===== config.mk =====
export PLATFORM = sky130hd
export DESIGN_NAME = seq_pattern_detector
export DESIGN_NICKNAME = d
export VERILOG_FILES = /design/src/rtl/seq_pattern_pkg.sv /design/src/rtl/seq_pattern_detector_sat_counter.sv /design/src/rtl/seq_pattern_detector.sv
export SDC_FILE = /design/constraint.sdc
export NUM_CORES = 1
export LEC_CHECK = 0
export ABC_AREA = 1
export CORE_MARGIN = 3
export CORE_UTILIZATION = 60
export CTS_CLUSTER_DIAMETER = 120
export DETAILED_ROUTE_END_ITERATION = 10
export PLACE_DENSITY = 0.85
export SLEW_MARGIN = 20
export SYNTH_ARGS = -nofsm -noshare
export SYNTH_HDL_FRONTEND = slang
export SYNTH_HIERARCHICAL = 1
export SYNTH_SLANG_ARGS = --single-unit

===== constraint.sdc =====
create_clock -name clk -period 4.9 [get_ports clk]
set_clock_uncertainty 0.2 [all_clocks]
set_input_delay 0.49 -clock clk [delete_from_list [all_inputs] [get_ports clk]]
set_output_delay 0.49 -clock clk [all_outputs]
set_load 0.01 [all_outputs]

===== src/rtl/seq_pattern_pkg.sv =====
// Shared types and helpers for the serial pattern detector.
package seq_pattern_pkg;

  localparam int unsigned STATE_W    = 2;
  localparam int unsigned MASK_MAX_W = 64;

  typedef enum logic [STATE_W-1:0] {
    ST_EMPTY = 2'd0,
    ST_FILL  = 2'd1,
    ST_ARMED = 2'd2
  } state_e;

  // Low `len` bits set; callers truncate to their own pattern width.
  function automatic logic [MASK_MAX_W-1:0] len_mask(input int unsigned len);
    logic [MASK_MAX_W-1:0] m;
    m = '0;
    for (int unsigned i = 0; i < MASK_MAX_W; i++) begin
      if (i < len) m[i] = 1'b1;
    end
    return m;
  endfunction

endpackage


===== src/rtl/seq_pattern_detector_sat_counter.sv =====
// Saturating up-counter; a clear in the same cycle as an increment yields 1.
module sat_counter #(
  parameter int unsigned W = 8
) (
  input  logic         clk,
  input  logic         rst,
  input  logic         clr_i,
  input  logic         inc_i,
  output logic [W-1:0] cnt_o
);

  logic [W-1:0] cnt_q, cnt_d;

  always_comb begin
    cnt_d = cnt_q;
    if (clr_i) begin
      cnt_d = inc_i ? W'(1) : '0;
    end else if (inc_i && (cnt_q != '1)) begin
      cnt_d = cnt_q + W'(1);
    end
  end

  always_ff @(posedge clk) begin
    if (rst) cnt_q <= '0;
    else     cnt_q <= cnt_d;
  end

  assign cnt_o = cnt_q;

endmodule


===== src/rtl/seq_pattern_detector.sv =====
// Serial bit-pattern detector with runtime pattern/length/mode and a
// saturating hit counter.
module seq_pattern_detector
  import seq_pattern_pkg::*;
#(
  parameter int unsigned          MAX_LEN         = 16,
  parameter int unsigned          LEN_W           = $clog2(MAX_LEN + 1),
  parameter int unsigned          CNT_W           = 8,
  parameter logic [MAX_LEN-1:0]   DEFAULT_PATTERN = MAX_LEN'(4'b1011),
  parameter int unsigned          DEFAULT_LEN     = 4,
  parameter bit                   DEFAULT_OVERLAP = 1'b1
) (
  input  logic                clk,
  input  logic                rst,
  input  logic                cfg_we,
  input  logic [MAX_LEN-1:0]  cfg_pattern,
  input  logic [LEN_W-1:0]    cfg_len,
  input  logic                cfg_overlap,
  input  logic                cnt_clr,
  input  logic                din_valid,
  input  logic                datain,
  output logic                hit,
  output logic [CNT_W-1:0]    hit_count,
  output logic                cfg_err,
  output logic [STATE_W-1:0]  state
);

  localparam logic [LEN_W-1:0] RST_LEN   = LEN_W'(DEFAULT_LEN);
  localparam state_e           RST_STATE = (DEFAULT_LEN <= 1) ? ST_ARMED : ST_EMPTY;

  logic [MAX_LEN-1:0] pat_q, pat_d;
  logic [LEN_W-1:0]   len_q, len_d;
  logic               ovl_q, ovl_d;
  logic [MAX_LEN-1:0] hist_q, hist_d;
  logic [LEN_W-1:0]   fill_q, fill_d;
  logic               hit_q, hit_d;
  logic               err_q, err_d;
  state_e             state_q, state_d;

  logic [MAX_LEN-1:0] mask;
  logic [MAX_LEN-1:0] shifted;
  logic               cfg_ok;
  logic               match;

  always_comb begin
    mask    = MAX_LEN'(len_mask(int'(len_q)));
    shifted = (hist_q << 1) | MAX_LEN'(datain);
    cfg_ok  = cfg_we && (cfg_len != '0) && (cfg_len <= LEN_W'(MAX_LEN));
    // A legal config load swallows the data bit, so it can never match.
    match   = din_valid && !cfg_ok
              && (fill_q >= (len_q - LEN_W'(1)))
              && ((shifted & mask) == (pat_q & mask));
  end

  always_comb begin
    pat_d  = pat_q;
    len_d  = len_q;
    ovl_d  = ovl_q;
    hist_d = hist_q;
    fill_d = fill_q;
    hit_d  = 1'b0;
    err_d  = cfg_we && !cfg_ok;

    if (cfg_ok) begin
      pat_d  = cfg_pattern;
      len_d  = cfg_len;
      ovl_d  = cfg_overlap;
      hist_d = '0;
      fill_d = '0;
    end else if (din_valid) begin
      hist_d = shifted;
      hit_d  = match;
      if (match && !ovl_q) begin
        fill_d = '0;
      end else if (fill_q < len_q) begin
        fill_d = fill_q + LEN_W'(1);
      end
    end

    if (fill_d >= (len_d - LEN_W'(1))) state_d = ST_ARMED;
    else if (fill_d == '0)             state_d = ST_EMPTY;
    else                               state_d = ST_FILL;
  end

  always_ff @(posedge clk) begin
    if (rst) begin
      pat_q   <= DEFAULT_PATTERN;
      len_q   <= RST_LEN;
      ovl_q   <= DEFAULT_OVERLAP;
      hist_q  <= '0;
      fill_q  <= '0;
      hit_q   <= 1'b0;
      err_q   <= 1'b0;
      state_q <= RST_STATE;
    end else begin
      pat_q   <= pat_d;
      len_q   <= len_d;
      ovl_q   <= ovl_d;
      hist_q  <= hist_d;
      fill_q  <= fill_d;
      hit_q   <= hit_d;
      err_q   <= err_d;
      state_q <= state_d;
    end
  end

  sat_counter #(
    .W (CNT_W)
  ) u_hit_cnt (
    .clk   (clk),
    .rst   (rst),
    .clr_i (cnt_clr),
    .inc_i (match),
    .cnt_o (hit_count)
  );

  assign hit     = hit_q;
  assign cfg_err = err_q;
  assign state   = state_q;

endmodule


==> results.toml <==
[sta]
rsz0062_at_grt = "false"
setup_ws_ns = 1.231
worst_pin_slew_ns = 0.5485
relSlewSlack_pct = 63.34
setup_viol = 0
tns_ns = 0
min_period_over_period_pct = 74.88
clock.fmax_mhz = 272.5
hold_violations = 0
whs_ns = 0.2716
min_period_ns = 3.669
slew_viol_final = 0

[detailed_routing]
remaining_drc_errors = 0
detail-route-antenna-nets = 0
post_drt_wl_per_cell_um = 12.22
drt_first_pass_iters = 4
drt-initial-drc-count = 139
viasPerCell = 5.179
vias = 3014
postRouteWirelength_um = 7114

[floorplanning]
die_area_mm2 = 0.006265
std_cell_rows = 25
die_w_um = 79.15
ios = 40
start_util_pct = 64.96
dieHeight_um = 79.15
core_area_mm2 = 0.004942

[worst_setup_path]
cp.required_ns = 4.96
cpPeakStageDelay_ns = 0.46
cp_cell_sequence = "inv_1, ha_1, a31oi_1, a31oi_1, ha_1, and3_1, nand2_1, nand2_1, nand2_1, nor2_2, nand4_4, nand2_1, inv_2, nand2_1, inv_1, ha_1, a21o_1, a221oi_1, nand3_1, nor2_1, nand2_1, inv_1"
start_kind = "flip-flop"
path_class = "flip-flop to flip-flop"
worstPathMaxFanout = 5
worst_ep_arrival_time_ns = 3.73
critical_path.most_common_cell = "nand2_1"
cp-end-kind = "flip-flop"
crit_slowest_cell = "dfxtp_1"

[clock_tree]
clk_pin_slew_ns = 0.10
cts_buffers = 5
hold_buffers = 0
clk_path_buf_depth = 2
post_cts_buffers = 0
post_cts_resized = 0
h-tree-depth = 2
clock_sinks = 54
root_buffer = "clkbuf_8"
cts_tree = "built"
clock_latency_ns = 0.31

[global_routing]
grt_pass1_vias = 2833
overflow = 0
grt_max_degree = 31
grt_usage_pct = 24.11
grt_pass1_wl_um = 12430
grt_antenna_before_repair = 0

[synthesis]
syn_area_mm2 = 0.003211
syn_area_per_cell_um2 = 6.745
async_flop_share_pct = 0
ys_types = 35
yosysSeqAreaShare_pct = 33.67
ys_seq_elements = 54
ys.flop_type = "dfxtp_1"
yosys.area.top_type = "dfxtp_1"
synthTopCellsByArea = "dfxtp_1 34%, nand2_1 16%, ha_1 7.8%"
synth_cells = 476
synth_top_cell_area_share_pct = 33.67
ys_warn_count = 6
syn_nets = 524
synth_edf_count = 0

[placement]
place_ws_ns = 1.182
placed_area_mm2 = 0.003657
dp_cells = 574
routabilityCongestion = 0.8872
numPortBuffers = 39
place_hpwl_um = 5447

[outcome]
outcome = "completed"

[layout]
area_growth_pct = 17.30
fin_nets = 562
final_cell_count_no_fill = 582
diodes = 0
final_util_pct = 76.20
drive_above_1_share_pct = 7.379
final_area_mm2 = 0.003766

[run]
cap_violations = 0

[power_and_ir_drop]
leakagePower_nw = 1.766
cellPowerDensity_mw_per_mm2 = 255.2
power_mw = 0.9612
vdd_drop_max_v = 0.0002096

[worst_hold_path]
hold_class = "flip-flop to flip-flop"
==> state kept, by name (all words and copies together) (netlist names) <==
| register | cells |
|---|---|
| pat_q | 16 |
| hist_q | 15 |
| u_hit_cnt/cnt_o | 8 |
| fill_q | 5 |
| len_q | 5 |
| state | 2 |
| cfg_err | 1 |
| hit | 1 |
| ovl_q | 1 |
==> routing by layer <==
layer,routed length (um),track usage (%),part of all wire (%),up-vias
li1,-,-,-,1585
met1,3225,30.95,45,1356
met2,3526,41.67,50,64
met3,283,4.082,4.0,9
met4,78,6.529,1.1,0
met5,0,0,0,-
==> cells in the final DEF (no fill, tap or decap), drive strengths merged, types with 4 or more instances in the layout <==
cell type / instances
ha: 20
nand4: 10
dfxtp: 54
buf: 5
clkdlybuf4s50: 39
nor2: 61
nand2: 143
nand3: 29
clkinv: 4
a21oi: 41
inv: 60
xnor2: 7
o21ai: 14
clkbuf: 5
xor2: 8
==> critical path, delay by kind of cell, from the launching register on <==
kind / cells / cell delay (ns)
fa+ha+maj: 3 / 0.89
flops: 1 / 0.46
simple gates: 11 / 1.08
buf+inv: 4 / 0.28
compound gates: 4 / 0.71
==> report_power, final <==
group / total (mW) / internal, mW / switching, mW
Sequential: 0.472 / 0.456 / 0.0163
Combinational: 0.194 / 0.0832 / 0.111
Clock: 0.295 / 0.151 / 0.144
Total: 0.961 / 0.690 / 0.272
==> path summary, 6_finish.rpt <==
kind              depth (start not counted)  slack (ns)      from  endpoint
hold reg to reg                           2        0.27  pat_q[5]  pat_q[5]
setup / recovery                         22        1.23  len_q[0]  state[0]
setup reg to reg                         22        1.23  len_q[0]  state[0]
hold / removal                            2        0.27  pat_q[5]  pat_q[5]
==> cells in the mapped netlist, drive strengths merged, types with 2 or more instances <==
cell type,number
nand2,143
nor2,61
inv,60
dfxtp,54
a21oi,41
nand3,29
ha,20
o21ai,14
nand4,10
buf,8
xor2,8
xnor2,7
clkbuf,5
a31oi,3
nand3b,3
clkinv,2
nor3,2
o211ai,2
==> logic make-up after synthesis <==
group           Yosys count  share of synthesized area [%]
compound gates           62                          10.25
buf+inv                  75                          9.276
simple gates            249                          34.61
fa+ha+maj                20                          7.794
mux                       1                         0.3118
flops                    54                          33.67
xor+xnor                 15                          4.092
==> layout make-up <==
cell class,count,area (um^2)
fill,408,1176
clock buffer,5,68.82
tap,67,83.83
sequential,54,1081
multi-input combinational,347,1832
inverter,62,232.7
timing repair buffer,44,427.9
clock inverter,3,40.04
(Power assumes the default switching activity.)
==> edit 1 (same flow settings) <==
Register the output `hit_count`, cleared by the reset; this adds one clock of latency there. The other outputs are not delayed to match.
--- a/src/rtl/seq_pattern_detector.sv
+++ b/src/rtl/seq_pattern_detector.sv
@@ -29,2 +29,4 @@
   localparam state_e           RST_STATE = (DEFAULT_LEN <= 1) ? ST_ARMED : ST_EMPTY;
+
+  logic [CNT_W-1:0] hit_count_d;
 
@@ -113,3 +115,3 @@
     .inc_i (match),
-    .cnt_o (hit_count)
+    .cnt_o (hit_count_d)
   );
@@ -120,2 +122,10 @@
 
+  always_ff @(posedge clk) begin
+    if (rst) begin
+      hit_count <= '0;
+    end else begin
+      hit_count <= hit_count_d;
+    end
+  end
+
 endmodule
Function: changed (a bounded check fails within 4 cycles, from zero or initial values and one cycle with rst high).
==> edit 1 against the unedited design <==
  * Worst setup slack got worse by 0.12 ns
  * Register-to-register slack got worse by 0.09 ns
  * Critical path depth decreased by 2
  * Power increased by 19%
  * Sequential cell count increased by 8
  * Synthesized area increased by 6.4%
  * Final area increased by 7.1%
  * Wire length increased by 9.5%
  * Critical path type is now in -> reg
  * Critical endpoint unchanged
  * Largest power group unchanged
==> edit 1: results (changes against the unedited design) <==
[sta]
tightest_slew_ns = 0.5667  ; was 0.5485 ns

[power]
p_leak_nw = 1.874  ; was 1.766 nW
ir_worst_vdd_uv = 196.4  ; was 209.6 uV

[yosys]
synthDistinctLibCells = 34  ; was 35
synth_adder_area_share_pct = 7.329  ; was 7.794%
muxShareOfSynthArea_pct = 0.2931  ; was 0.3118%
syn_nets = 545  ; was 524
synth_xor_area_share_pct = 3.848  ; was 4.092%

[finish]
comb.multi_input.count = 352  ; was 347
design.seq.count = 62  ; was 54
n_all_buffers = 42  ; was 44
nClkBuffers = 11  ; was 5
layout.nets = 585  ; was 562
utilization_pct = 76.10  ; was 76.20%
clk_share_pct = 4.496  ; was 2.890%
multi_input_comb_area_sq_mm = 0.001847  ; was 0.001832 sq mm
final_cells = 612  ; was 582

[clocking]
clock_latency_ns = 0.34  ; was 0.31 ns
htreeDepth = 3  ; was 2

[critical_path]
worstPathMaxFanout = 22  ; was 5
r2r_cells = 21  ; was 22
crit_slowest_cell = clkdlybuf4s50_1  ; was dfxtp_1
crit_family = buffers and inverters  ; was simple AND/OR/NAND/NOR gates
crit_path_max_incr_delay_ns = 0.43  ; was 0.46 ns

[status]
status = finished, final reports clean  ; unchanged

[route]
drtIter0Drc = 193  ; was 139
m1WireLength_mm = 3.440  ; was 3.225 mm
wl_met3_um = 387  ; was 283 um
wl_met2_mm = 3.787  ; was 3.526 mm

[place]
dp_hpwl_mm = 5.813  ; was 5.447 mm
place_congestion = 0.8828  ; was 0.8872
placed_area_sq_mm = 0.003854  ; was 0.003657 sq mm
dpl.cell_count = 596  ; was 574
post-place-ws_ns = 0.7523  ; was 1.182 ns

[edit 1: cell count changes after synthesis, moves of 3 or more]
| cell | unedited run | this run |
|---|---|---|
| clkbuf_1 | 5 | 8 |
| dfxtp_1 | 54 | 62 |
| nand3_1 | 28 | 33 |
| nand2_1 | 135 | 131 |
| inv_1 | 55 | 61 |
| nor2_1 | 53 | 61 |
[edit 1: worst min-delay path by stage]
stage / slack, ns / to / from / cells past startpoint
floorplan: 0.22 / hit_count[6]$_SDFF_PP0_ / u_hit_cnt/cnt_o[6]$_SDFFE_PP0P_ / 2
global placement: 0.22 / hit_count[7]$_SDFF_PP0_ / u_hit_cnt/cnt_o[7]$_SDFFE_PP0P_ / 2
detailed placement: 0.23 / hit_count[7]$_SDFF_PP0_ / u_hit_cnt/cnt_o[7]$_SDFFE_PP0P_ / 2
CTS: 0.24 / hit_count[7]$_SDFF_PP0_ / u_hit_cnt/cnt_o[7]$_SDFFE_PP0P_ / 2
global route: 0.25 / hit_count[6]$_SDFF_PP0_ / u_hit_cnt/cnt_o[6]$_SDFFE_PP0P_ / 2
finish: 0.24 / hit_count[7]$_SDFF_PP0_ / u_hit_cnt/cnt_o[7]$_SDFFE_PP0P_ / 2
[edit 1: power by group]
| part | switching [W] | total (W) | leakage (nW) | internal (W) |
|---|---|---|---|---|
| combinational | 0.000111 | 0.000192 | 1.27 | 0.0000808 |
| sequential | 0.0000167 | 0.000539 | 0.505 | 0.000522 |
| clock | 0.000184 | 0.000416 | 0.0968 | 0.000231 |
[edit 1: layer usage]
layer,up-vias,GRT usage (%)
li1,1656,-
met1,1407,30.98
met2,94,45.20
met3,19,5.044
met4,0,11.66
met5,-,0
==> edit 2 (same flow settings) <==
Made on the original files. `CNT_W`: 8 -> 6.
--- a/src/rtl/seq_pattern_detector.sv
+++ b/src/rtl/seq_pattern_detector.sv
@@ -7,3 +7,3 @@
   parameter int unsigned          LEN_W           = $clog2(MAX_LEN + 1),
-  parameter int unsigned          CNT_W           = 8,
+  parameter int unsigned          CNT_W           = 6,
   parameter logic [MAX_LEN-1:0]   DEFAULT_PATTERN = MAX_LEN'(4'b1011),
Ports: changed (resized hit_count); port bits go from 40 to 38. No check against the original RTL was run, so the function may have changed too.
==> edit 2 against the unedited design <==
  * Synthesized area down 4.2%
  * Cell count down 4.3%
  * Wire length down 1.7%
  * Clock power down 11%
  * Power down 6.0%
  * Sequential cell count down 2
  * Final area down 4.7%
  * Worst setup slack better by 0.013 ns
==> edit 2: results (changes against the unedited design) <==
[status]
status = finished, final reports clean  ; unchanged

[global_route]
grt_pass1_wl_mm = 11.93  ; was 12.43 mm
grt_pass1_vias = 2694  ; was 2833
grt_max_degree = 34  ; was 31
met2_usage_pct = 41.10  ; was 41.67%
grtUsageMet1_pct = 30.77  ; was 30.95%
met3_usage_pct = 4.060  ; was 4.082%

[route]
m1WireLength_mm = 3.039  ; was 3.225 mm
wl_met3_um = 383  ; was 283 um
wirelength_mm = 6.996  ; was 7.114 mm
vias = 2891  ; was 3014
drtIter0Drc = 113  ; was 139
wl_met2_mm = 3.450  ; was 3.526 mm

[yosys]
synth_xor_area_share_pct = 4.557  ; was 4.092%
synth_common_cells = nand2_1 (130), inv_1 (54), dfxtp_1 (52)  ; was nand2_1 (135), inv_1 (55), dfxtp_1 (54)
syn_nets = 502  ; was 524
ys_top_cells_by_area = dfxtp_1 (34%), nand2_1 (16%), ha_1 (8.1%)  ; was dfxtp_1 (34%), nand2_1 (16%), ha_1 (7.8%)
muxShareOfSynthArea_pct = 0.3255  ; was 0.3118%
netlist_instances = 454  ; was 476
synth-seq-cells = 52  ; was 54
synth-seq-area-share_pct = 33.85  ; was 33.67%
synthDistinctLibCells = 34  ; was 35
synth-compound-area-share_pct = 10.74  ; was 10.25%

[place]
place_congestion = 0.9053  ; was 0.8872
port_buffers = 37  ; was 39
dpl.cell_count = 549  ; was 574
dp_hpwl_mm = 5.299  ; was 5.447 mm

[critical_path]
worstPathArrival_ns = 3.72  ; was 3.73 ns

[finish]
drive_above_1_share_pct = 6.939  ; was 7.379%
regArea_sq_mm = 0.001041  ; was 0.001081 sq mm
comb.multi_input.count = 329  ; was 347
final_cells = 557  ; was 582
nNonClkInverters = 60  ; was 62
n_fill_cell = 404  ; was 408
layout.nets = 537  ; was 562
buf_share_pct = 11.15  ; was 11.36%
clk_share_pct = 2.683  ; was 2.890%
nClkBuffers = 6  ; was 5
n_all_buffers = 41  ; was 44

[hold_path]
hold_end = pat_q[8]$_SDFFE_PP0P_  ; was pat_q[5]$_SDFFE_PP0P_
hp-start = pat_q[8]$_SDFFE_PP0P_  ; was pat_q[5]$_SDFFE_PP0P_

[power]
p_leak_nw = 1.681  ; was 1.766 nW
ir_worst_vdd_uv = 172.2  ; was 209.6 uV

## edit 2: metrics by stage
stage | total power, W | instance area, sq um | hold WS (ns) | worst slack [ns]
finish | 0.0009038 | 3591 | 0.2803 | 1.244
global route | 0.0009565 | 3591 | 0.3015 | 0.9291
CTS | 0.0009070 | 3591 | 0.2782 | 1.255
detailed placement | 0.0006492 | 3495 | 0.2639 | 1.170
global placement | 0.0006438 | 3495 | 0.2575 | 1.289
floorplan | 0.0005875 | 3075 | 0.2436 | 1.555
## edit 2: where the power goes
group	switching (W)	total [W]	internal [W]	leakage, nW
clock network	0.000146	0.000262	0.000116	0.0516
registers	0.0000158	0.000455	0.000439	0.424
logic	0.000107	0.000187	0.0000800	1.21
total	0.000269	0.000904	0.000635	1.68
## edit 2: tightest hold or removal path, cell delays in order, from the launching register on
cell and delay (ns):
dfxtp_1 0.32, inv_1 0.07, a21oi_1 0.06
